### src/rtl/phys_ram_pkg.sv
// Shared types and constants for the PhysicalRAM arbiter.
// Holds the FSM state enum and read-latency counter width.
package phys_ram_pkg;

  typedef enum logic [1:0] {
    IDLE,
    ISSUE,
    WAIT,
    ACK
  } arbState_e;

  localparam int LAT_CNT_W = 2;

  function automatic int idxW(input int n);
    return (n > 1) ? $clog2(n) : 1;
  endfunction

endpackage

### src/rtl/phys_ram_arbiter_if.sv
// Requester-side bus of the PhysicalRAM arbiter.
// Channel fields are packed, channel i at slice i.
interface phys_ram_arbiter_if #(
  parameter int NUM_CH = 2,
  parameter int ADDR_W = 32,
  parameter int DATA_W = 32
);
  logic [NUM_CH-1:0]        chReq;
  logic [NUM_CH-1:0]        chWe;
  logic [NUM_CH*ADDR_W-1:0] chAddr;
  logic [NUM_CH*DATA_W-1:0] chWData;
  logic [NUM_CH-1:0]        chAck;
  logic [DATA_W-1:0]        chRData;

  modport master (
    output chReq, chWe, chAddr, chWData,
    input  chAck, chRData
  );

  modport slave (
    input  chReq, chWe, chAddr, chWData,
    output chAck, chRData
  );
endinterface

### src/rtl/phys_ram_arbiter_rr.sv
// Combinational round-robin picker.
// Search starts one past the last granted channel.
module rr_arbiter #(
  parameter int NUM_CH = 2,
  parameter int IDX_W  = 1
) (
  input  logic [NUM_CH-1:0] req,
  input  logic [IDX_W-1:0]  lastGrant,
  output logic [NUM_CH-1:0] grant
);

  logic [IDX_W-1:0] idx;
  logic             found;

  always_comb begin
    grant = '0;
    found = 1'b0;
    idx   = '0;
    for (int k = 1; k <= NUM_CH; k++) begin
      idx = IDX_W'((int'(lastGrant) + k) % NUM_CH);
      if (!found && req[idx]) begin
        grant[idx] = 1'b1;
        found      = 1'b1;
      end
    end
  end

endmodule

### src/rtl/phys_ram_arbiter.sv
// Multi-channel arbiter in front of a single-port PhysicalRAM.
// One transaction in flight; round-robin between channels.
module phys_ram_arbiter
  import phys_ram_pkg::*;
#(
  parameter int NUM_CH   = 2,
  parameter int ADDR_W   = 32,
  parameter int DATA_W   = 32,
  parameter int READ_LAT = 1
) (
  input  logic              clk,
  input  logic              reset,
  phys_ram_arbiter_if.slave chBus,
  output logic [ADDR_W-1:0] ramAddress,
  output logic              ramWriteEnable,
  output logic [DATA_W-1:0] ramWrite,
  input  logic [DATA_W-1:0] ramRead
);

  localparam int IDX_W = idxW(NUM_CH);

  arbState_e state, nextState;

  logic [NUM_CH-1:0]    rrGrant;
  logic [IDX_W-1:0]     rrIdx;
  logic [IDX_W-1:0]     lastGrant;
  logic [IDX_W-1:0]     grantIdx;
  logic [ADDR_W-1:0]    addrQ;
  logic [DATA_W-1:0]    dataQ;
  logic                 weQ;
  logic [LAT_CNT_W-1:0] latCnt;
  logic                 latDone;
  logic [DATA_W-1:0]    rdataQ;
  logic [NUM_CH-1:0]    ackVec;

  rr_arbiter #(
    .NUM_CH (NUM_CH),
    .IDX_W  (IDX_W)
  ) uRr (
    .req       (chBus.chReq),
    .lastGrant (lastGrant),
    .grant     (rrGrant)
  );

  always_comb begin
    rrIdx = '0;
    for (int i = 0; i < NUM_CH; i++) begin
      if (rrGrant[i]) rrIdx = IDX_W'(i);
    end
  end

  assign latDone = (latCnt == LAT_CNT_W'(READ_LAT - 1));

  always_ff @(posedge clk or negedge reset) begin
    if (!reset) begin
      state     <= IDLE;
      lastGrant <= IDX_W'(NUM_CH - 1);
      grantIdx  <= '0;
      addrQ     <= '0;
      dataQ     <= '0;
      weQ       <= 1'b0;
      latCnt    <= '0;
      rdataQ    <= '0;
    end else begin
      state <= nextState;
      // Snapshot the request so later requester edits are ignored.
      if (state == IDLE && |chBus.chReq) begin
        grantIdx <= rrIdx;
        addrQ    <= chBus.chAddr[int'(rrIdx)*ADDR_W +: ADDR_W];
        dataQ    <= chBus.chWData[int'(rrIdx)*DATA_W +: DATA_W];
        weQ      <= chBus.chWe[rrIdx];
      end
      if (state == ISSUE) begin
        latCnt <= '0;
      end else if (state == WAIT) begin
        latCnt <= latCnt + 1'b1;
      end
      if (state == WAIT && latDone) rdataQ <= ramRead;
      if (state == ACK) lastGrant <= grantIdx;
    end
  end

  always_comb begin
    nextState      = state;
    ramWriteEnable = 1'b0;
    ackVec         = '0;
    unique case (state)
      IDLE: begin
        if (|chBus.chReq) nextState = ISSUE;
      end
      ISSUE: begin
        ramWriteEnable = weQ;
        nextState      = weQ ? ACK : WAIT;
      end
      WAIT: begin
        if (latDone) nextState = ACK;
      end
      ACK: begin
        ackVec    = NUM_CH'(1) << grantIdx;
        nextState = IDLE;
      end
      default: nextState = IDLE;
    endcase
  end

  assign ramAddress    = addrQ;
  assign ramWrite      = dataQ;
  assign chBus.chAck   = ackVec;
  assign chBus.chRData = rdataQ;

endmodule
### src/flat_wrapper.sv
// flat-port wrapper written by rule: the top's interface ports become plain ports
module phys_ram_arbiter_flat import phys_ram_pkg::*;
#(
  parameter int NUM_CH   = 2,
  parameter int ADDR_W   = 32,
  parameter int DATA_W   = 32,
  parameter int READ_LAT = 1
)
  (clk, reset, ramAddress, ramWriteEnable, ramWrite, ramRead, chBus_chReq, chBus_chWe, chBus_chAddr, chBus_chWData, chBus_chAck, chBus_chRData);
  phys_ram_arbiter_if #(.NUM_CH(NUM_CH), .ADDR_W(ADDR_W), .DATA_W(DATA_W)) chBus_i ();
  input  logic clk;
  input  logic reset;
  output logic [ADDR_W-1:0] ramAddress;
  output logic ramWriteEnable;
  output logic [DATA_W-1:0] ramWrite;
  input  logic [DATA_W-1:0] ramRead;
  input wire logic [$bits(chBus_i.chReq)-1:0] chBus_chReq;
  input wire logic [$bits(chBus_i.chWe)-1:0] chBus_chWe;
  input wire logic [$bits(chBus_i.chAddr)-1:0] chBus_chAddr;
  input wire logic [$bits(chBus_i.chWData)-1:0] chBus_chWData;
  output wire logic [$bits(chBus_i.chAck)-1:0] chBus_chAck;
  output wire logic [$bits(chBus_i.chRData)-1:0] chBus_chRData;
  assign chBus_i.chReq = chBus_chReq;
  assign chBus_i.chWe = chBus_chWe;
  assign chBus_i.chAddr = chBus_chAddr;
  assign chBus_i.chWData = chBus_chWData;
  assign chBus_chAck = chBus_i.chAck;
  assign chBus_chRData = chBus_i.chRData;
  phys_ram_arbiter #(.NUM_CH(NUM_CH), .ADDR_W(ADDR_W), .DATA_W(DATA_W), .READ_LAT(READ_LAT)) u_core (.clk(clk), .reset(reset), .chBus(chBus_i), .ramAddress(ramAddress), .ramWriteEnable(ramWriteEnable), .ramWrite(ramWrite), .ramRead(ramRead));
endmodule
### config.mk
export PLATFORM = sky130hd
export DESIGN_NAME = phys_ram_arbiter_flat
export DESIGN_NICKNAME = d
export VERILOG_FILES = /design/src/rtl/phys_ram_pkg.sv /design/src/rtl/phys_ram_arbiter_if.sv /design/src/rtl/phys_ram_arbiter_rr.sv /design/src/rtl/phys_ram_arbiter.sv /design/src/flat_wrapper.sv
export SDC_FILE = /design/constraint.sdc
export NUM_CORES = 1
export LEC_CHECK = 0
export ABC_AREA = 1
export BUFFER_PORTS_ARGS = -buffer_cell sky130_fd_sc_hd__buf_2
export CORE_MARGIN = 5
export CORE_UTILIZATION = 45
export CTS_CLUSTER_SIZE = 28
export DETAILED_ROUTE_END_ITERATION = 12
export MAX_ROUTING_LAYER = met4
export PLACE_DENSITY = 0.86
export SLEW_MARGIN = 0
export SYNTH_ARGS = -nofsm -noshare
export SYNTH_HDL_FRONTEND = slang
export SYNTH_HIERARCHICAL = 1
export SYNTH_SLANG_ARGS = --single-unit
### constraint.sdc
create_clock -name clk -period 1.8 [get_ports clk]
set_input_delay 0 -clock clk [delete_from_list [all_inputs] [get_ports clk]]
set_output_delay 0 -clock clk [all_outputs]
set_load 0.02 [all_outputs]
# After elaboration in Yosys (flattened, before gate mapping)

Index checks and enable logic that the tools add are counted.

Latch bits: 0
ROM bits: 0
Output and inout port bits: 99
Memories: 0
Logic and storage cells: 58
Bits in writable memories: 0
Bits of input ports: 166
Flip-flop bits (word level): 103

Multiplexer cells: 22
Add/subtract/negate cells: 3
Multipliers: 0
Shift-type cells: 3
Bitwise operators: 1
Order comparisons: 5
Div/mod/pow operators: 0
Reductions and logical operators: 11
Equality and inequality tests: 5

Operator list:

| kind                                                 | count |
|---|---|
| variable part select 64 x 7 -> 32 bit                | 2 |
| two-way mux 2 bit                                    | 7 |
| two-way mux 1 bit                                    | 12 |
| one-hot mux 2 bit (4 select lines)                   | 1 |
| < comparator 1 x 2 -> 1 bit (second input constant)  | 3 |
| logical AND 1 bit                                    | 5 |
| equality test 2 bit (second input constant)          | 2 |
| logical NOT 2 bit                                    | 2 |
| adder 1 bit (second input constant)                  | 2 |
| adder 2 x 1 -> 2 bit (second input constant)         | 1 |
| demux 1 bit (select 1 bit)                           | 2 |
| equality test 2 x 1 -> 1 bit (second input constant) | 1 |
| >= comparator 1 bit (second input constant)          | 2 |
| != test 2 x 1 -> 1 bit (second input constant)       | 1 |
| != test 2 bit (second input constant)                | 1 |
| OR 2 bit                                             | 1 |
| AND reduction 2 bit                                  | 1 |
| nonzero test 2 bit                                   | 1 |
| OR reduction 2 bit                                   | 1 |
| << shifter 1 x 1 -> 2 bit (first input constant)     | 1 |
| logical NOT 1 bit                                    | 1 |

# Depth between registers and ports, before layout

Depth in word-level cells: 11
Gate-level depth with buffers: 9
Gate-level depth less buffers: 8

# Hierarchy

Netlist, hierarchy kept.

By module, submodules not included:

| module           | area an instance (um2) | times used | sequential area each (um2) | cells each |
|---|---|---|---|---|
| phys_ram_arbiter | 4,874.7                | 1          | 2,578.7                    | 674 |
| rr_arbiter       | 20.0                   | 1          | 0.0                        | 5 |

# Worst setup path before layout

OpenSTA, ideal clock, no wires.

Kind: register to register
From: register u_core.state[0]
To: register u_core.addrQ[20], in the netlist u_core/ramAddress[20]
Stages on the path, launching flop included: 9
Period minus slack after synthesis: 1,369 ps
Path buffers: 2
Library setup time: 116 ps
Slack: 431 ps
Required time: 1,684 ps
Arrival time: 1,253 ps
Cells stage by stage: dfrtp_1 > inv_1 > ha_1 > o21ai_2 > inv_2 > buf_2 > buf_2 > nand2_1 > nand2_1

Word-level cells in the longest chain between the ends: 2

RTL lines:

| item                   | line                   | source |
|---|---|---|
| start, declared        | phys_ram_arbiter.sv:22 | `arbState_e state, nextState;` |
| start signal, assigned | phys_ram_arbiter.sv:65 | `state <= nextState;` |
| logical NOT 2 bit      | phys_ram_arbiter.sv:67 | `if (state == IDLE && \|chBus.chReq) begin` |
| logical AND 1 bit      | phys_ram_arbiter.sv:67 |  |
| end signal, assigned   | phys_ram_arbiter.sv:69 | `addrQ <= chBus.chAddr[int'(rrIdx)*ADDR_W +: ADDR_W];` |
| end, declared          | phys_ram_arbiter.sv:28 | `logic [ADDR_W-1:0] addrQ;` |

Every way passes these cells.
A chain may end at the register's enable or synchronous reset.

# Worst setup path after layout

From: register u_core.lastGrant
To: register u_core.dataQ[24], in the netlist u_core/ramWrite[24]

Word-level cells in the longest chain between the ends: 10
Elaborated cells on any way between the ends: 24
Those cells by class: add/sub: 2; order compare: 4; shift: 1; mux: 12; bitwise: 1; reduce/logical: 4

RTL lines:

| item                                                                                     | line                      | source |
|---|---|---|
| start, declared                                                                          | phys_ram_arbiter.sv:26    | `logic [IDX_W-1:0] lastGrant;` |
| start signal, assigned                                                                   | phys_ram_arbiter.sv:57    | `lastGrant <= IDX_W'(NUM_CH - 1);` |
| start signal, assigned                                                                   | phys_ram_arbiter.sv:79    | `if (state == ACK) lastGrant <= grantIdx;` |
| adder 1 bit                                                                              | phys_ram_arbiter_rr.sv:20 | `idx = IDX_W'((int'(lastGrant) + k) % NUM_CH);` |
| < comparator 1 x 2 -> 1 bit (not written as such) or >= comparator 1 bit (tied branches) | phys_ram_arbiter_rr.sv:22 | `grant[idx] = 1'b1;` |
| logical AND 1 bit (not written as such)                                                  | phys_ram_arbiter_rr.sv:22 |  |
| two-way mux 1 bit (not written as such)                                                  | phys_ram_arbiter_rr.sv:22 |  |
| demux 1 bit (select 1 bit)                                                               | phys_ram_arbiter_rr.sv:22 |  |
| two-way mux 2 bit                                                                        | phys_ram_arbiter_rr.sv:21 | `if (!found && req[idx]) begin` |
| OR 2 bit (no source line)                                                                | --                        |  |
| two-way mux 2 bit *                                                                      | phys_ram_arbiter_rr.sv:21 |  |
| via u_core.rrGrant[1]                                                                    | phys_ram_arbiter.sv:24    | `logic [NUM_CH-1:0] rrGrant;` |
| two-way mux 1 bit *                                                                      | phys_ram_arbiter.sv:48    | `if (rrGrant[i]) rrIdx = IDX_W'(i);` |
| variable part select 64 x 7 -> 32 bit *                                                  | phys_ram_arbiter.sv:70    | `dataQ <= chBus.chWData[int'(rrIdx)*DATA_W +: DATA_W];` |
| end signal, assigned                                                                     | phys_ram_arbiter.sv:70    |  |
| end, declared                                                                            | phys_ram_arbiter.sv:29    | `logic [DATA_W-1:0] dataQ;` |

Mark *: on every way through the listed nets, which the timed path passes. The rest lies on a longest branch. The select of a mux whose other input is x is not followed.

==> impl_metrics.ini <==
[pwr]
switchingPower_mw = 5.403
power.density_nw_per_um2 = 1415
comb_power_share_pct = 52.8
peakVddDrop_v = 0.0008431
internal_power_mw = 6.194
power_frac_seq_pct = 34.6
pwr-share-clk_pct = 12.6
leakage_nw = 4.799
power.total_mw = 11.60
p_sw_share_pct = 46.59

[place]
dp_slack_ns = 0.3650
dp_hpwl_mm = 10.40
portBuffers = 264
place_congestion = 0.8200

[setup_path]
crit_chain = a21oi_4 > inv_2 > buf_4 > nand2_1 > nand2_1 > nand2_1 > nand2_1
crit_family = flip-flops
worst_ep_arrival_time_ns = 1.76
reg2reg_setup_slack_ns = 0.34
required_ns = 2.09
cp-start-kind = flip-flop
path_max_fanout = 30
r2r-end = u_core/ramWrite[24]$_DFFE_PN0P_
critical_path_class = flip-flop to flip-flop
worst-path-buf-inv = 2
end_kind = flip-flop
rr_worst_depth = 7
max_stage_delay_ns = 0.57
reg2reg_from = u_core/lastGrant$_DFFE_PN1N_
path_common_cell = nand2_1
crit_slowest_cell = dfstp_2

[sta]
tightest_slew_ns = 0.6229
period_share_pct = 81.38
fin_setup_tns_ns = 0
setup_viol = 0
fin_skew_ns = 0.01979
drv_slew = 0
rsz0062_at_grt = no
hold_viol = 0
maxSlewHeadroom_pct = 58.48
fin_ws_ns = 0.3351
fmax_ghz = 0.6826
final.min_clock_period_ns = 1.465

[global_routing]
overflow = 0
grt_pass1_vias = 6405
grt_pass1_wl_mm = 30.59
grt_max_degree = 54
grt_util_all_layers_pct = 30.31
antenna_found_initial = 1

[yosys]
syn-num-nets = 848
ys.warnings.count = 6
syn_area_um2 = 4883
syn-instance-count = 676
synth_area_per_cell_um2 = 7.224

[cts]
cts_root_buffer = clkbuf_8
clk_pin_slew_ns = 0.11
post_cts_buffers = 0
cts_hold_buf = 163
cts-resized-gates = 0
tritoncts = built
cts_buffer_depth = 2
clock_sinks = 103
insertion_delay_ns = 0.35
numCtsBuffers = 9
cts.htree.levels = 3

[route]
avgRoutedWirePerCell_um = 15.52
firstDrtPassIters = 6
antenna_left = 0
initialDrtViolationCount = 548
vias = 6146
viasPerCell = 4.968
drt_wl_total_mm = 19.19
drc = 0

[layout]
area_growth_pct = 67.87
drive_above_1_share_pct = 27.21
final_nets = 1262
post-route-util_pct = 76.29

[hold_path]
whs_endpoint = u_core/state[1]$_DFFE_PN0P_
hold_path.class = input port to flip-flop
whs_path_depth = 5
hp-start = chBus_chReq[1]

[floorplan]
initial_utilization_pct = 45.45
dieArea_um2 = 13040
die_h_um = 114.2
die_x_um = 114.2
io_pins = 265
num_rows = 38
coreArea_um2 = 10750

[outcome]
status = complete, no violations

[flow_run]
drv_cap = 0
==> how the worst max path moves through the flow <==
stage / start / end / depth (start not counted)
3_3_place_gp: u_core/state[0]$_DFFE_PN0P_ / u_core/ramAddress[12]$_DFFE_PN0P_ / 7
4_1_cts: u_core/state[0]$_DFFE_PN0P_ / u_core/chBus.chRData[18]$_DFFE_PN0P_ / 6
2_1_floorplan: u_core/state[0]$_DFFE_PN0P_ / u_core/ramAddress[20]$_DFFE_PN0P_ / 8
5_1_grt: u_core/state[0]$_DFFE_PN0P_ / u_core/chBus.chRData[19]$_DFFE_PN0P_ / 6
6_report: u_core/lastGrant$_DFFE_PN1N_ / u_core/ramWrite[24]$_DFFE_PN0P_ / 7
3_5_place_dp: u_core/state[0]$_DFFE_PN0P_ / u_core/chBus.chRData[18]$_DFFE_PN0P_ / 6
==> through the flow <==
| step | instance area [um^2] | cells | hold slack [ns] |
|---|---|---|---|
| after CTS | 8193 | 1235 | 0.1069 |
| after detailed placement | 6361 | 1056 | 0.004295 |
| after floorplan | 4883 | 676 | -0.2956 |
| after global placement | 6361 | 1056 | 0.005266 |
| final | 8198 | 1237 | 0.1168 |
| after global routing | 8195 | 1236 | 0.1834 |
==> state kept, by name, indices dropped and copies added (netlist names) <==
register / flops
u_core/grantIdx: 1
u_core/weQ: 1
u_core/lastGrant: 1
u_core/latCnt: 2
u_core/chBus.chRData: 32
u_core/ramWrite: 32
u_core/ramAddress: 32
u_core/state: 2
==> worst min-delay path, cell delays in order <==
cell and delay (ns):
buf_2 0.14, nor2_1 0.07, nand2_1 0.07, nand3_1 0.07, nand2_1 0.07
==> metal layers <==
metal	vias to the layer above	part of all wire (%)	track usage (%)
li1	2867	-	-
met4	0	7.4	20.98
met1	2767	36	33.97
met2	389	47	47.23
met3	123	9.2	7.981
met5	-	0	-
==> power groups by stage <==
stage          clock, mW  combinational [mW]  sequential, mW
6_report            1.46                6.12            4.02
5_1_grt             1.58                6.71            4.16
4_1_cts             1.48                5.99            4.00
3_5_place_dp           0                5.72            4.01
3_3_place_gp           0                5.57            4.01
2_1_floorplan          0                2.39            5.27
==> layout make-up <==
| type | count | area (um^2) |
|---|---|---|
| clock buffer | 12 | 145.1 |
| fill | 692 | 2547 |
| timing repair buffer | 442 | 3105 |
| clock inverter | 4 | 55.05 |
| inverter | 14 | 52.55 |
| antenna | 2 | 5.005 |
| tap | 140 | 175.2 |
| sequential | 103 | 2579 |
| multi-input combinational | 520 | 2081 |
==> cells in the final DEF (no fill, tap or decap), types with 2 or more instances in the layout <==
cell and count:
diode_2 2, buf_4 13, buf_12 3, o21ai_0 3
clkbuf_1 2, inv_2 2, nand2_1 468, buf_2 263
nand3_1 37, ha_1 6, clkbuf_8 10, nor2_1 3
dlygate4sd3_1 163, dfrtp_1 102, inv_1 12
Note: power is estimated with default switching activity, not from simulation.
